**src/rtl/sw_event_pkg.sv**
```systemverilog
// Shared constants for the switch event encoder: event record layout and drop counter width.
package sw_event_pkg;

  localparam int unsigned DROP_CNT_W    = 8;
  localparam int unsigned EVT_LEVEL_BIT = 0;
  localparam int unsigned EVT_INDEX_LSB = 1;

  // Index width for n switches, never narrower than one bit.
  function automatic int unsigned idx_width(input int unsigned n);
    return (n > 1) ? $clog2(n) : 1;
  endfunction

  // Event record: level in bit 0, index above it.
  function automatic int unsigned evt_width(input int unsigned idx_w);
    return idx_w + 1;
  endfunction

endpackage

```
**src/rtl/sw_event_fifo.sv**
```systemverilog
// First-word-fall-through FIFO with registered occupancy count; depth must be a power of 2.
module sw_event_fifo #(
  parameter int unsigned width = 5,
  parameter int unsigned depth = 4
) (
  input  logic                   clock,
  input  logic                   reset,
  input  logic                   push,
  input  logic [width-1:0]       push_data,
  output logic                   full,
  input  logic                   pop,
  output logic [width-1:0]       pop_data,
  output logic                   empty,
  output logic [$clog2(depth):0] count
);

  localparam int unsigned PTR_W = (depth > 1) ? $clog2(depth) : 1;
  localparam int unsigned CNT_W = $clog2(depth) + 1;

  logic [width-1:0] mem [depth];
  logic [PTR_W-1:0] wr_ptr;
  logic [PTR_W-1:0] rd_ptr;
  logic             do_push;
  logic             do_pop;

  assign full     = (count == CNT_W'(depth));
  assign empty    = (count == '0);
  assign do_push  = push & ~full;
  assign do_pop   = pop & ~empty;
  // Head is forced to zero while empty so stale storage never shows on the outputs.
  assign pop_data = empty ? '0 : mem[rd_ptr];

  always_ff @(posedge clock) begin
    if (do_push) mem[wr_ptr] <= push_data;
  end

  always_ff @(posedge clock) begin
    if (reset) begin
      wr_ptr <= '0;
      rd_ptr <= '0;
      count  <= '0;
    end else begin
      if (do_push) wr_ptr <= wr_ptr + PTR_W'(1);
      if (do_pop)  rd_ptr <= rd_ptr + PTR_W'(1);
      case ({do_push, do_pop})
        2'b10:   count <= count + CNT_W'(1);
        2'b01:   count <= count - CNT_W'(1);
        default: count <= count;
      endcase
    end
  end

endmodule

```
**src/rtl/sw_event_encoder.sv**
```systemverilog
// Turns debounced switch level changes into {index, level} events queued in a FWFT FIFO.
// Optional macro SW_EVENT_DROP_CNT_EN adds a saturating drop_count output.
module sw_event_encoder
  import sw_event_pkg::*;
#(
  parameter int unsigned no_of_switches = 9,
  parameter int unsigned fifo_depth     = 4,
  localparam int unsigned IDX_W         = idx_width(no_of_switches),
  localparam int unsigned CNT_W         = $clog2(fifo_depth) + 1
) (
  input  logic                      clock,
  input  logic                      reset,
  input  logic [no_of_switches-1:0] sw_in,
  output logic                      evt_valid,
  input  logic                      evt_ready,
  output logic [IDX_W-1:0]          evt_index,
  output logic                      evt_level,
  output logic [CNT_W-1:0]          fifo_count,
  output logic                      overflow
`ifdef SW_EVENT_DROP_CNT_EN
  ,
  output logic [DROP_CNT_W-1:0]     drop_count
`endif
);

  localparam int unsigned EVT_W = evt_width(IDX_W);

  logic                      primed;
  logic [no_of_switches-1:0] sw_prev;
  logic [no_of_switches-1:0] pending;
  logic [no_of_switches-1:0] change_c;
  logic [no_of_switches-1:0] served_c;
  logic [no_of_switches-1:0] coalesce_c;
  logic [IDX_W-1:0]          sel_idx_c;
  logic                      sel_hit_c;
  logic                      push_c;
  logic [EVT_W-1:0]          push_data_c;
  logic [EVT_W-1:0]          head;
  logic                      fifo_full;
  logic                      fifo_empty;

  assign change_c = primed ? (sw_in ^ sw_prev) : '0;

  // Lowest pending index wins.
  always_comb begin
    sel_idx_c = '0;
    sel_hit_c = 1'b0;
    for (int i = int'(no_of_switches) - 1; i >= 0; i--) begin
      if (pending[i]) begin
        sel_idx_c = IDX_W'(i);
        sel_hit_c = 1'b1;
      end
    end
  end

  assign push_c = sel_hit_c & ~fifo_full;

  always_comb begin
    served_c = '0;
    if (push_c) served_c[sel_idx_c] = 1'b1;
  end

  assign push_data_c = {sel_idx_c, sw_prev[sel_idx_c]};
  assign coalesce_c  = change_c & pending & ~served_c;

  always_ff @(posedge clock) begin
    if (reset) begin
      primed   <= 1'b0;
      sw_prev  <= '0;
      pending  <= '0;
      overflow <= 1'b0;
    end else if (!primed) begin
      // Capture the power-up positions without reporting them as changes.
      primed  <= 1'b1;
      sw_prev <= sw_in;
    end else begin
      sw_prev <= sw_in;
      pending <= (pending & ~served_c) | change_c;
      if (|coalesce_c) overflow <= 1'b1;
    end
  end

`ifdef SW_EVENT_DROP_CNT_EN
  localparam int unsigned SUM_W = DROP_CNT_W + 1;

  logic [SUM_W-1:0] drop_sum_c;

  // One count per coalesced bit, clamped at the counter maximum.
  always_comb begin
    drop_sum_c = SUM_W'(drop_count);
    for (int i = 0; i < int'(no_of_switches); i++) begin
      drop_sum_c = drop_sum_c + SUM_W'(coalesce_c[i]);
    end
  end

  always_ff @(posedge clock) begin
    if (reset) begin
      drop_count <= '0;
    end else if (drop_sum_c[DROP_CNT_W]) begin
      drop_count <= '1;
    end else begin
      drop_count <= drop_sum_c[DROP_CNT_W-1:0];
    end
  end
`endif

  sw_event_fifo #(
    .width (EVT_W),
    .depth (fifo_depth)
  ) u_fifo (
    .clock     (clock),
    .reset     (reset),
    .push      (push_c),
    .push_data (push_data_c),
    .full      (fifo_full),
    .pop       (evt_ready),
    .pop_data  (head),
    .empty     (fifo_empty),
    .count     (fifo_count)
  );

  assign evt_valid = ~fifo_empty;
  assign evt_index = head[EVT_W-1:EVT_INDEX_LSB];
  assign evt_level = head[EVT_LEVEL_BIT];

endmodule
```
**config.mk**
```make
export PLATFORM = sky130hd
export DESIGN_NAME = sw_event_encoder
export DESIGN_NICKNAME = d
export VERILOG_FILES = /design/src/rtl/sw_event_pkg.sv /design/src/rtl/sw_event_fifo.sv /design/src/rtl/sw_event_encoder.sv
export SDC_FILE = /design/constraint.sdc
export NUM_CORES = 1
export LEC_CHECK = 0
export CAP_MARGIN = 20
export CORE_MARGIN = 2
export CORE_UTILIZATION = 57
export DETAILED_ROUTE_END_ITERATION = 6
export PLACE_DENSITY = 0.82
export SLEW_MARGIN = 25
export SYNTH_ARGS = -nofsm -noshare
export SYNTH_HDL_FRONTEND = slang
export SYNTH_HIERARCHICAL = 1
export SYNTH_SLANG_ARGS = --single-unit
```
**constraint.sdc**
```tcl
create_clock -name clock -period 2.8 [get_ports clock]
set_input_delay 0.42 -clock clock [delete_from_list [all_inputs] [get_ports clock]]
set_output_delay 0.42 -clock clock [all_outputs]
set_load 0.02 [all_outputs]
```
== After elaboration in Yosys (flattened, before gate mapping) ==
Memories as Yosys holds them, arrays and structs flattened. A register that Yosys moved wholly into a read port is not among the register bits.
Index checks and enable logic that the tools add are counted.
W data, S select, Z words.

* Memories kept: 1
* Flip-flop bits (word level): 27
* Bits in writable memories: 20
* Word-level logic and storage cells: 64
* Output and inout bits: 10

{| class="wikitable"
|+ Memories
! name !! depth !! width !! read ports !! clocked after memory_dff !! wr ports !! line !! RTL
|-
| u_fifo.mem || 4 || 5 || 1 || 1 || 1 || sw_event_fifo.sv:20 || <nowiki>logic [width-1:0] mem [depth];</nowiki>
|}

* Magnitude comparators: 2
* Eq/ne operators: 3
* Muxes and demuxes: 31
* Add/sub/neg operators: 4
* Bitwise operators: 11
* Reductions and logical operators: 5

{| class="wikitable"
|+ Operators by type and width
! operator !! count
|-
| $mux W4 || 9
|-
| $and A9 B9 Y9 || 3
|-
| $mux W9 || 2
|-
| $mux W1 || 14
|-
| $not A9 Y9 || 1
|-
| $or A9 B9 Y9 || 1
|-
| $reduce_or A9 Y1 || 1
|-
| $xor A9 B9 Y9 || 1
|-
| $pmux W3 S2 || 1
|-
| $lt A4 B5 Y1 const B || 1
|-
| $mux W5 || 1
|-
| $add A2 B1 Y2 const B || 2
|-
| $bmux W1 S4 || 1
|-
| $demux W1 S4 || 1
|-
| $ge A4 B1 Y1 const B || 1
|-
| $mux W2 || 2
|-
| $add A3 B1 Y3 const B || 1
|-
| $and A1 B1 Y1 || 3
|-
| $eq A3 B3 Y1 const B || 1
|-
| $logic_not A3 Y1 || 1
|-
| $sub A3 B1 Y3 const B || 1
|-
| $eq A2 B1 Y1 const B || 1
|-
| $eq A2 B2 Y1 const B || 1
|-
| $not A1 Y1 || 2
|-
| 3 further kinds || 3
|}

== Logic depth before layout (Yosys ltp) ==
* Depth after elaboration: 18
* Mapped depth: 14
* Mapped depth without buffers: 13

== Modules after synthesis ==
The synthesis kept the hierarchy.

{| class="wikitable"
|+ By module, submodules not included
! module !! cells each !! times used !! area an instance (um^2)
|-
| sw_event_fifo || 85 || 1 || 1,237.4
|-
| sw_event_encoder || 144 || 1 || 1,152.4
|}

== Worst setup path before layout ==
No wires, ideal clock.

* Kind: register -> register
* From: reg u_fifo.count[2]
* To: reg u_fifo.count[2]
* Path buffers: 0
* Library setup time: 0.070 ns
* Stages on the path, launching flop included: 12
* Path slack: 0.132 ns
* Period minus slack after synthesis: 2.668 ns
* Arrival time: 2.598 ns
* Cells stage by stage: dfxtp_1 > nor3b_2 > nor2_1 > inv_1 > nor2_1 > inv_1 > ha_1 > inv_1 > fa_1 > xor2_1 > or3_1 > a21oi_1

* Cells in the longest elaborated chain, start to end: 6

{| class="wikitable"
|+ Ends and longest elaborated chain
! what !! line !! RTL
|-
| start: declaration || sw_event_fifo.sv:14 || <nowiki>output logic [$clog2(depth):0] count</nowiki>
|-
| start signal: assignment || sw_event_fifo.sv:46 || <nowiki>2'b10: count <= count + CNT_W'(1);</nowiki>
|-
| start signal: assignment || sw_event_fifo.sv:47 || <nowiki>2'b01: count <= count - CNT_W'(1);</nowiki>
|-
| start signal: assignment || sw_event_fifo.sv:48 || <nowiki>default: count <= count;</nowiki>
|-
| $eq A3 B3 Y1 * || sw_event_fifo.sv:26 || <nowiki>assign full = (count == CNT_W'(depth));</nowiki>
|-
| via fifo_full || sw_event_encoder.sv:39 || <nowiki>logic fifo_full;</nowiki>
|-
| $not A1 Y1 * || sw_event_encoder.sv:56 || <nowiki>assign push_c = sel_hit_c & ~fifo_full;</nowiki>
|-
| $and A1 B1 Y1 * || sw_event_encoder.sv:56 ||
|-
| via push_c || sw_event_encoder.sv:36 || <nowiki>logic push_c;</nowiki>
|-
| $and A1 B1 Y1 * || sw_event_fifo.sv:28 || <nowiki>assign do_push = push & ~full;</nowiki>
|-
| $eq A2 B1 Y1 or $eq A2 B2 Y1 (tied branches) || sw_event_fifo.sv:45 || <nowiki>case ({do_push, do_pop})</nowiki>
|-
| $pmux W3 S2 or $reduce_bool A2 Y1 (tied branches) || - ||
|}

The timed path passes the listed nets; every way through them passes the cells marked *.
A chain may end at the register's enable or synchronous reset.

== Worst setup path in the final report ==
* From: reg pending[7]
* To: reg u_fifo.count[2]

* Cells in the longest elaborated chain, start to end: 12

{| class="wikitable"
|+ Ends and longest elaborated chain
! what !! line !! RTL
|-
| start: declaration || sw_event_encoder.sv:30 || <nowiki>logic [no_of_switches-1:0] pending;</nowiki>
|-
| start signal: assignment || sw_event_encoder.sv:78 || <nowiki>pending <= (pending & ~served_c) | change_c;</nowiki>
|-
| $mux W1 * (8 in a row) || sw_event_encoder.sv:49 || <nowiki>if (pending[i]) begin</nowiki>
|-
| $and A1 B1 Y1 * || sw_event_encoder.sv:56 ||
|-
| via push_c || sw_event_encoder.sv:36 ||
|-
| $and A1 B1 Y1 * || sw_event_fifo.sv:28 ||
|-
| $eq A2 B1 Y1 or $eq A2 B2 Y1 (tied branches) || sw_event_fifo.sv:45 ||
|-
| $pmux W3 S2 or $reduce_bool A2 Y1 (tied branches) || - ||
|}

Marked as above.

==> impl_metrics.prom <==
# TYPE chip_impl_metric gauge
chip_impl_info{name="run_status",value="finished, final reports clean"} 1
chip_impl_metric{name="placed_cells_incl_taps",unit=""} 296
chip_impl_metric{name="cts_sinks",unit=""} 49
chip_impl_metric{name="design.core.area",unit="um2"} 4030
chip_impl_metric{name="max_cap_viol_count",unit=""} 0
chip_impl_metric{name="yosys.area.top_type_share",unit="%"} 25.1
chip_impl_metric{name="layout-drive-gt1-share",unit="%"} 14.1
chip_impl_metric{name="timing.reg2reg.worst_path_depth",unit=""} 13
chip_impl_info{name="timing.critical_path.from_type",value="register"} 1
chip_impl_metric{name="synth.net_count",unit=""} 247
chip_impl_metric{name="worst_slack",unit="ns"} 0.189
chip_impl_info{name="worstSetupEndpointType",value="register"} 1
chip_impl_metric{name="cts_inserted_buffers",unit=""} 5
chip_impl_metric{name="syn_area_per_cell",unit="um2"} 10.4
chip_impl_metric{name="viasPerCell",unit=""} 5.75
chip_impl_metric{name="hold_viol_final",unit=""} 0
chip_impl_metric{name="grt_usage",unit="%"} 20.8
chip_impl_metric{name="setup_viol_count_final",unit=""} 0
chip_impl_metric{name="grt_pass1_wl",unit="um"} 7180
chip_impl_metric{name="final_critical_path_time_including_i_o_delays_and_setup",unit="ns"} 2.61
chip_impl_metric{name="timing.critical_path.slowest_cell_delay",unit="ns"} 0.39
chip_impl_metric{name="final.setup.tns",unit="ns"} 0
chip_impl_info{name="worstSetupPathType",value="register to register"} 1
chip_impl_metric{name="synth.yosys.warnings",unit=""} 6
chip_impl_metric{name="synth.cell_area",unit="um2"} 2390
chip_impl_metric{name="quantity_of_hold_fixing_buffers_added_after_cts",unit=""} 0
chip_impl_metric{name="detail_route.wl_per_cell",unit="um"} 14.3
chip_impl_metric{name="leakagePower",unit="nW"} 1.09
chip_impl_info{name="r2r-end",value="u_fifo/count[2]"} 1
chip_impl_metric{name="met2_length",unit="um"} 2180
chip_impl_metric{name="route.final.wire_length",unit="um"} 4380
chip_impl_metric{name="fillCellCount",unit=""} 318
chip_impl_metric{name="power-per-cell-area",unit="nW/um2"} 887
chip_impl_metric{name="synth_seq_cells",unit=""} 49
chip_impl_info{name="path_cells",value="nor4_4 -> nand2_1 -> nor2_2 -> nor2_1 -> inv_1 -> nor2_1 -> inv_1 -> ha_1 -> inv_1 -> fa_1 -> xor2_1 -> or3_1 -> a21oi_1"} 1
chip_impl_info{name="crit_end",value="u_fifo/count[2]"} 1
chip_impl_metric{name="worstSetupPathDepth",unit=""} 13
chip_impl_metric{name="port_buffers",unit=""} 21
chip_impl_info{name="critical_path.slowest_cell",value="sky130_fd_sc_hd__nor4_4"} 1
chip_impl_metric{name="critPathArrivalTime",unit="ns"} 2.84
chip_impl_metric{name="clkLatencyLatePin",unit="ns"} 0.29
chip_impl_metric{name="grt_max_degree",unit=""} 20
chip_impl_info{name="top_layer_used",value="met4"} 1
chip_impl_metric{name="number_of_buffer_and_inverter_stages_on_the_critical_path",unit=""} 3
chip_impl_metric{name="synth_cell_type_count",unit=""} 47
chip_impl_metric{name="route.detailed.drc",unit=""} 0
chip_impl_info{name="layout_commonest_cell",value="sky130_fd_sc_hd__dfxtp_1"} 1
chip_impl_metric{name="grt.overflow.total",unit=""} 0
chip_impl_metric{name="routed_metal_1_wire_length",unit="um"} 1930
chip_impl_info{name="hp-class",value="register to register"} 1
chip_impl_metric{name="first_global_vias",unit=""} 1550
chip_impl_metric{name="core.rowCount",unit=""} 23
chip_impl_metric{name="insertedDiodeCount",unit=""} 0
chip_impl_metric{name="clk_path_buf_depth",unit=""} 2
chip_impl_metric{name="worstPathRequired",unit="ns"} 3.03
chip_impl_metric{name="yosysSeqAreaShare",unit="%"} 49.4
chip_impl_metric{name="cts.htree.levels",unit=""} 2
chip_impl_metric{name="cts.clk_slew.worst_paths",unit="ns"} 0.08
chip_impl_info{name="synthDominantAreaCellType",value="sky130_fd_sc_hd__edfxtp_1"} 1
chip_impl_metric{name="iteration_0_drc_markers",unit=""} 96
chip_impl_metric{name="layout.nets",unit=""} 273
chip_impl_metric{name="detailroute.wirelength.met3",unit="um"} 199
chip_impl_info{name="r2r-start",value="pending[7]"} 1
chip_impl_info{name="most-common-layout-cells",value="sky130_fd_sc_hd__dfxtp_1 (27), sky130_fd_sc_hd__clkdlybuf4s50_1 (21), sky130_fd_sc_hd__edfxtp_1 (20)"} 1
chip_impl_metric{name="timing.reg2reg.setup_slack",unit="ns"} 0.19
chip_impl_info{name="setup.worst_path.start",value="pending[7]"} 1
chip_impl_metric{name="worst_slew_pin_slew",unit="ns"} 0.563
chip_impl_metric{name="synth-edff-count",unit=""} 20
chip_impl_metric{name="globalplace.congestion",unit=""} 0.881
chip_impl_metric{name="initial_antenna_violation_count",unit=""} 0
chip_impl_metric{name="drt-pass1-iter-count",unit=""} 4
chip_impl_metric{name="number_of_cells_produced_by_synthesis",unit=""} 229
chip_impl_metric{name="floorplan.die.height",unit="um"} 68.8
chip_impl_info{name="ys_top_cells_by_area",value="sky130_fd_sc_hd__edfxtp_1 (25%), sky130_fd_sc_hd__dfxtp_1 (24%), sky130_fd_sc_hd__mux4_2 (4.7%), sky130_fd_sc_hd__xor2_1 (4.4%), sky130_fd_sc_hd__a21oi_1 (3.4%)"} 1
chip_impl_metric{name="max-vdd-ir-drop",unit="uV"} 384
chip_impl_metric{name="die_width",unit="um"} 68.8
chip_impl_metric{name="final_cell_count_without_fillers",unit=""} 306
chip_impl_metric{name="dp.final_hpwl",unit="um"} 3250
chip_impl_metric{name="dp_worst_setup_slack",unit="ns"} 0.191
chip_impl_info{name="synth-main-ff-cell",value="sky130_fd_sc_hd__dfxtp_1"} 1
chip_impl_metric{name="total_power",unit="mW"} 2.49
chip_impl_metric{name="route.vias.total",unit=""} 1760
chip_impl_info{name="cts-root-buf",value="sky130_fd_sc_hd__clkbuf_8"} 1
chip_impl_metric{name="layout-area-overhead-vs-synth",unit="%"} 17.4
chip_impl_metric{name="start_util",unit="%"} 59.3
chip_impl_metric{name="pin_count",unit=""} 22
chip_impl_metric{name="max-slew-margin-rel",unit="%"} 62.3
chip_impl_metric{name="async_reset_ff_share",unit="%"} 0
chip_impl_metric{name="fin_crit_sh",unit="%"} 93.3
chip_impl_info{name="library_cell_appearing_most_often_on_the_critical_path",value="sky130_fd_sc_hd__inv_1"} 1
chip_impl_metric{name="fmax",unit="MHz"} 383
chip_impl_metric{name="postRouteAntennaNets",unit=""} 0
chip_impl_info{name="critPathTopFamily",value="simple AND/OR/NAND/NOR gates"} 1
chip_impl_metric{name="timing.clock.skew",unit="ns"} 0.00397
chip_impl_metric{name="drv_slew",unit=""} 0
chip_impl_metric{name="fin_util",unit="%"} 69.7
chip_impl_metric{name="critical_path.max_fanout",unit=""} 6
chip_impl_info{name="clock_tree_from_tritoncts",value="yes"} 1
chip_impl_metric{name="die_area",unit="um2"} 4730
## tightest hold or removal path: cells and delay by family, from the launching register on
family         cells  cell delay [ns]
flip-flops         1             0.31
AO/OA/AOI/OAI      2             0.13
## registers in the layout, indices dropped and copies added, names as in the netlist, named ones only
signal	count
overflow	1
pending	9
primed	1
sw_prev	9
u_fifo/count	3
u_fifo/mem	20
u_fifo/rd_ptr	2
u_fifo/wr_ptr	2
## stage by stage
stage	instance area [um2]	hold WS [ns]
after floorplan	2390	0.459
after detailed placement	2650	0.489
after CTS	2770	0.501
final	2810	0.495
after global placement	2650	0.475
after global routing	2810	0.541
## worst min path at each step
stage	cells after the start	to	start
2_1_floorplan	2	register	u_fifo/rd_ptr[1]
3_3_place_gp	2	u_fifo/rd_ptr[1]	u_fifo/rd_ptr[1]
3_5_place_dp	2	u_fifo/rd_ptr[1]	u_fifo/rd_ptr[1]
4_1_cts	2	register	u_fifo/rd_ptr[1]
5_1_grt	2	overflow	overflow
6_report	2	register	u_fifo/rd_ptr[1]
## report_power, final
| part | internal, mW | total (mW) | switching (mW) |
|---|---|---|---|
| combinational | 0.447 | 0.925 | 0.478 |
| clock | 0.290 | 0.512 | 0.222 |
| sequential | 0.942 | 1.05 | 0.110 |
| total | 1.68 | 2.49 | 0.810 |
## synth_stat cells (4+ instances only)
master	count
sky130_fd_sc_hd__dfxtp_1	29
sky130_fd_sc_hd__edfxtp_1	20
sky130_fd_sc_hd__nor2_1	18
sky130_fd_sc_hd__a21oi_1	16
sky130_fd_sc_hd__nand2_1	16
sky130_fd_sc_hd__inv_1	15
sky130_fd_sc_hd__o21ai_0	14
sky130_fd_sc_hd__xor2_1	12
sky130_fd_sc_hd__nor2b_1	10
sky130_fd_sc_hd__clkbuf_1	6
sky130_fd_sc_hd__or3_1	6
sky130_fd_sc_hd__and2b_1	5
sky130_fd_sc_hd__ha_1	5
sky130_fd_sc_hd__mux4_2	5
sky130_fd_sc_hd__nand3_1	5
sky130_fd_sc_hd__and2_1	4
## repair_timing
| action | 4_1_cts | 5_1_grt |
|---|---|---|
| setup buffers | 0 | 2 |
| endpoints found under the setup margin | 0 | 1 |
| resized for setup | 0 | 5 |
## final cells by class
class	instances	area, um2	area share [%]
inverters	15	56.3	2.01
flip-flops and latches	49	1180	42.2
well taps	50	62.6	2.23
clock inverters	2	37.5	1.34
multi-input cells	156	1120	39.9
repair buffers	28	263	9.36
clock buffers	6	82.6	2.94
## cell families (layout without fill, tap and decap cells)
family | count (synthesis) | count (layout) | synth area share (%)
buffers and inverters | 24 | 51 | 4.40
flip-flops | 49 | 49 | 49.4
adder cells (fa/ha/maj) | 6 | 6 | 3.46
AND/OR/NAND/NOR | 80 | 80 | 18.4
AO/OA/AOI/OAI | 50 | 50 | 13.9
XOR/XNOR | 12 | 12 | 4.40
multiplexers | 8 | 8 | 6.02
## layer usage
metal / vias up / GRT usage [%]
met2: 49 / 35.0
met1: 839 / 26.7
li1: 866 / -
met4: 0 / 6.86
met3: 6 / 4.38
met5: - / 0
Power figures use the tool's default switching activity.
==> RTL edit 1 (same settings) <==
Change the parameter `fifo_depth` from 4 to 8.
--- a/src/rtl/sw_event_encoder.sv
+++ b/src/rtl/sw_event_encoder.sv
@@ -4,7 +4,7 @@
   import sw_event_pkg::*;
 #(
   parameter int unsigned no_of_switches = 9,
-  parameter int unsigned fifo_depth     = 4,
+  parameter int unsigned fifo_depth     = 8,
   localparam int unsigned IDX_W         = idx_width(no_of_switches),
   localparam int unsigned CNT_W         = $clog2(fifo_depth) + 1
 ) (
Ports: changed (resized fifo_count); port bits go from 22 to 23. No check against the original RTL was run, so the function may have changed too.
==> RTL edit 1 against the original RTL <==
Synthesized area increased by 41%; worst setup slack better by 0.015 ns; count of clock-buffer cells in the layout increased by 3; die area increased by 39%; sequential cell count grew 24; power is 46% higher; via count rose by 28%; clock power grew 38%; non-clock buffer count up 12; design area is 40% higher; critical path depth decreased by 6; wire length rose by 43%; hold slack better by 0.018 ns; critical path type unchanged; highest routed layer unchanged.
==> RTL edit 1: results <==
export IMPL_fin_worst_skew_ns=0.00736
export IMPL_post_drt_wl_per_cell_um=15.7
export IMPL_detailedPlacementHpwl_mm=4.62
export IMPL_place_worst_setup_slack_ns=0.215
export IMPL_critical_path_max_fanout=8
export IMPL_ir_drop_uv=461
export IMPL_grt_met3_usage_pct=4.44
export IMPL_buffer_ports_inserted=22
export IMPL_worst_r2r_path_depth=7
export IMPL_met2RoutedLength_mm=3.22
export IMPL_worstPathArrival_ns=2.82
export IMPL_max_slew_margin_pct=49.3
export IMPL_synth_edf_count=40
export IMPL_crit_slowest_cell="sky130_fd_sc_hd__or4b_1"
export IMPL_cts_made_buffers=9
export IMPL_htree_levels=3
export IMPL_m1WireLength_mm=2.72
export IMPL_yosys_top_cells_count="sky130_fd_sc_hd__edfxtp_1 (40), sky130_fd_sc_hd__dfxtp_1 (33), sky130_fd_sc_hd__nor2_1 (29), sky130_fd_sc_hd__nand2_1 (16), sky130_fd_sc_hd__nor2b_1 (15)"
export IMPL_filler_cell_count=454
export IMPL_synth_seq_cells=73
export IMPL_hp_start="overflow"
export IMPL_aggregate_global_route_resource_usage_pct=21.8
export IMPL_fraction_of_final_layout_cells_with_drive_strength_greater_than_1_pct=18.8
export IMPL_placed_cell_area_um2=3760
export IMPL_design_final_nets=336
export IMPL_synth_sequential_area_ratio_pct=55.1
export IMPL_static_leakage_power_nw=1.44
export IMPL_synth_lib_cells_used_distinct=54
export IMPL_yosys_top_cells_area="sky130_fd_sc_hd__edfxtp_1 (36%), sky130_fd_sc_hd__dfxtp_1 (20%), sky130_fd_sc_hd__mux4_2 (6.7%), sky130_fd_sc_hd__xor2_1 (3.6%), sky130_fd_sc_hd__nor2_1 (3.2%)"
export IMPL_gpl_final_weighted_congestion=0.848
export IMPL_cts_clk_slew_worst_paths_ns=0.08
export IMPL_ff2ff_setup_slack_ns=0.20
export IMPL_grt_pass1_vias=2199
export IMPL_grt_util_met2_pct=36.5
export IMPL_drt_iter0_drc=145
export IMPL_placed_cells_incl_taps=383
export IMPL_worst_stage_delay_on_the_critical_path_ns=0.54
export IMPL_post_synth_cell_area_avg_um2=12.0
export IMPL_synth_fp_nets=298
export IMPL_worstSkewPairLatency_ns=0.34
export IMPL_maximum_number_of_pins_on_one_net_before_global_route_repair=22
export IMPL_critPathCapture="u_fifo/count[3]"
export IMPL_grt_first_pass_wirelength_mm=10.5
export IMPL_postRouteWirelength_mm=6.27
export IMPL_layout_top_registers="u_fifo/mem x40, pending x9, sw_prev x9"
export IMPL_status="finished, final reports clean"
export IMPL_worstSetupStartpoint="u_fifo/count[3]"
export IMPL_drt_vias_per_instance=5.64
-- RTL edit 1: kinds of logic (layout without fill, tap and decap cells) --
group / count (synthesis) / in the layout / share of synthesized area [%]
compound gates: 47 / 47 / 9.56
fa+ha+maj: 5 / 5 / 1.85
simple gates: 98 / 98 / 16.1
flops: 73 / 73 / 55.1
mux: 21 / 21 / 10.0
xor+xnor: 16 / 16 / 4.37
buf+inv: 21 / 64 / 3.04
-- RTL edit 1: final cells by class --
class | instances | area, um^2 | area share [%]
flip-flops and latches | 73 | 1860 | 47.3
inverters | 8 | 33.8 | 0.859
multi-input cells | 187 | 1420 | 36.0
well taps | 75 | 93.8 | 2.39
repair buffers | 40 | 355 | 9.04
clock buffers | 9 | 124 | 3.15
clock inverters | 7 | 47.5 | 1.21
-- RTL edit 1: power by group --
group          internal (W)  switching [W]  total (W)  leakage [nW]
clock              0.000317       0.000390   0.000707        0.0749
combinational      0.000689       0.000752    0.00144         0.719
sequential          0.00137       0.000115    0.00148         0.644
total               0.00237        0.00126    0.00363          1.44
==> RTL edit 2 (same settings) <==
Without the edit above. Add an input register stage for `sw_in`; this delays it by one clock. The other inputs are not delayed to match.
--- a/src/rtl/sw_event_encoder.sv
+++ b/src/rtl/sw_event_encoder.sv
@@ -25,6 +25,12 @@
 
   localparam int unsigned EVT_W = evt_width(IDX_W);
 
+  logic [no_of_switches-1:0] sw_q;
+
+  always_ff @(posedge clock) begin
+    sw_q <= sw_in;
+  end
+
   logic                      primed;
   logic [no_of_switches-1:0] sw_prev;
   logic [no_of_switches-1:0] pending;
@@ -39,7 +45,7 @@
   logic                      fifo_full;
   logic                      fifo_empty;
 
-  assign change_c = primed ? (sw_in ^ sw_prev) : '0;
+  assign change_c = primed ? (sw_q ^ sw_prev) : '0;
 
   // Lowest pending index wins.
   always_comb begin
@@ -72,9 +78,9 @@
     end else if (!primed) begin
       // Capture the power-up positions without reporting them as changes.
       primed  <= 1'b1;
-      sw_prev <= sw_in;
+      sw_prev <= sw_q;
     end else begin
-      sw_prev <= sw_in;
+      sw_prev <= sw_q;
       pending <= (pending & ~served_c) | change_c;
       if (|coalesce_c) overflow <= 1'b1;
     end
Check against the original RTL: not equivalent (a bounded check fails within 4 cycles, from zero or initial values and one cycle with reset high).
==> RTL edit 2 against the original RTL <==
Wire length grew 16%; global-route usage grew 2.2 points; clock power grew 26%; worst setup slack gained 0.048 ns; sequential cell count grew 9; power grew 11%; design area grew 9.9%; synthesized area grew 9.1%.
==> RTL edit 2: results <==
export IMPL_filler_cell_count=323
export IMPL_synth_adder_area_share_pct=3.17
export IMPL_clock_tree_area_fraction_pct=5.27
export IMPL_nonClockBufferCount=29
export IMPL_grt_pass1_vias=1961
export IMPL_cts_made_buffers=9
export IMPL_htree_levels=3
export IMPL_gpl_final_weighted_congestion=1.06
export IMPL_aggregate_global_route_resource_usage_pct=23.0
export IMPL_max_slew_margin_pct=56.5
export IMPL_fin_worst_skew_ns=0.00582
export IMPL_postRouteWirelength_mm=5.09
export IMPL_detailedPlacementHpwl_mm=3.70
export IMPL_ff2ff_setup_slack_ns=0.24
export IMPL_drt_vias_per_instance=5.80
export IMPL_yosys_top_cells_area="sky130_fd_sc_hd__dfxtp_1 (29%), sky130_fd_sc_hd__edfxtp_1 (23%), sky130_fd_sc_hd__mux4_2 (4.3%), sky130_fd_sc_hd__xor2_1 (4.0%), sky130_fd_sc_hd__a21oi_1 (3.3%)"
export IMPL_m1WireLength_mm=2.12
export IMPL_status="finished, final reports clean"
export IMPL_maximum_number_of_pins_on_one_net_before_global_route_repair=19
export IMPL_static_leakage_power_nw=1.20
export IMPL_placeableCoreArea_um2=4380
export IMPL_synth_compound_area_share_pct=13.8
export IMPL_multiInputGateArea_um2=1160
export IMPL_finalCritPeriodShare_pct=91.5
export IMPL_worstSkewPairLatency_ns=0.34
export IMPL_clkbuf_count=12
export IMPL_inv_count=18
export IMPL_place_worst_setup_slack_ns=0.107
export IMPL_drt_iter0_drc=147
export IMPL_grt_first_pass_wirelength_mm=8.78
export IMPL_area_sequential_um2=1360
export IMPL_met2RoutedLength_mm=2.51
export IMPL_design_final_nets=293
export IMPL_fraction_of_final_layout_cells_with_drive_strength_greater_than_1_pct=13.6
export IMPL_synth_sequential_area_ratio_pct=52.2
export IMPL_synth_fp_nets=262
export IMPL_ir_drop_uv=637
export IMPL_cts_clk_slew_worst_paths_ns=0.06
export IMPL_worstSetupStartpoint="pending[5]"
export IMPL_synth_lib_cells_used_distinct=51
export IMPL_layout_nonclk_buf_share_pct=8.76
export IMPL_synthXorXnorAreaFrac_pct=4.03
export IMPL_placed_cells_incl_taps=316
export IMPL_total_number_of_vias=1927
export IMPL_multiInputCombCellCount=159
export IMPL_yosys_top_cells_count="sky130_fd_sc_hd__dfxtp_1 (38), sky130_fd_sc_hd__edfxtp_1 (20), sky130_fd_sc_hd__nor2_1 (19), sky130_fd_sc_hd__inv_1 (18), sky130_fd_sc_hd__a21oi_1 (17)"
[RTL edit 2: worst min-delay path by stage]
stage                   from         end  slack, ns  cells past startpoint
floorplan           sw_in[0]     sw_q[0]       0.45                      0
global placement     sw_q[3]  sw_prev[3]       0.47                      1
detailed placement   sw_q[1]  sw_prev[1]       0.47                      1
CTS                  sw_q[8]  sw_prev[8]       0.48                      1
global route         sw_q[5]  sw_prev[5]       0.49                      1
finish               sw_q[8]  sw_prev[8]       0.47                      1
[RTL edit 2: repair_timing]
action	CTS	global route
setup endpoints to repair	0	1
buffers inserted	0	0
resized for setup	0	4
hold buffers	0	0
[RTL edit 2: critical path: stages (launching register included)]
cell	delay [ns]
sky130_fd_sc_hd__dfxtp_1	0.38
sky130_fd_sc_hd__nor4_4	0.32
sky130_fd_sc_hd__nand3_2	0.12
sky130_fd_sc_hd__nor2_1	0.11
sky130_fd_sc_hd__nor2_1	0.06
sky130_fd_sc_hd__inv_1	0.11
sky130_fd_sc_hd__nor2_1	0.09
sky130_fd_sc_hd__inv_1	0.08
sky130_fd_sc_hd__ha_1	0.18
sky130_fd_sc_hd__inv_1	0.06
sky130_fd_sc_hd__fa_1	0.38
sky130_fd_sc_hd__xor2_1	0.16
sky130_fd_sc_hd__or3_1	0.30
sky130_fd_sc_hd__a21oi_1	0.14
[RTL edit 2: power by group through the flow]
stage	Sequential, W	Combinational (W)	Clock (W)
finish	0.00119	0.000926	0.000643
global route	0.00121	0.00103	0.000685
detailed placement	0.00121	0.000922	0
global placement	0.00120	0.000888	0
CTS	0.00119	0.000927	0.000658
floorplan	0.00119	0.000630	0
[RTL edit 2: metal layers]
metal,global-route usage (%),vias to the layer above
met5,0,-
met4,15.1,0
met3,5.49,15
met2,36.4,70
met1,28.0,901
li1,-,941
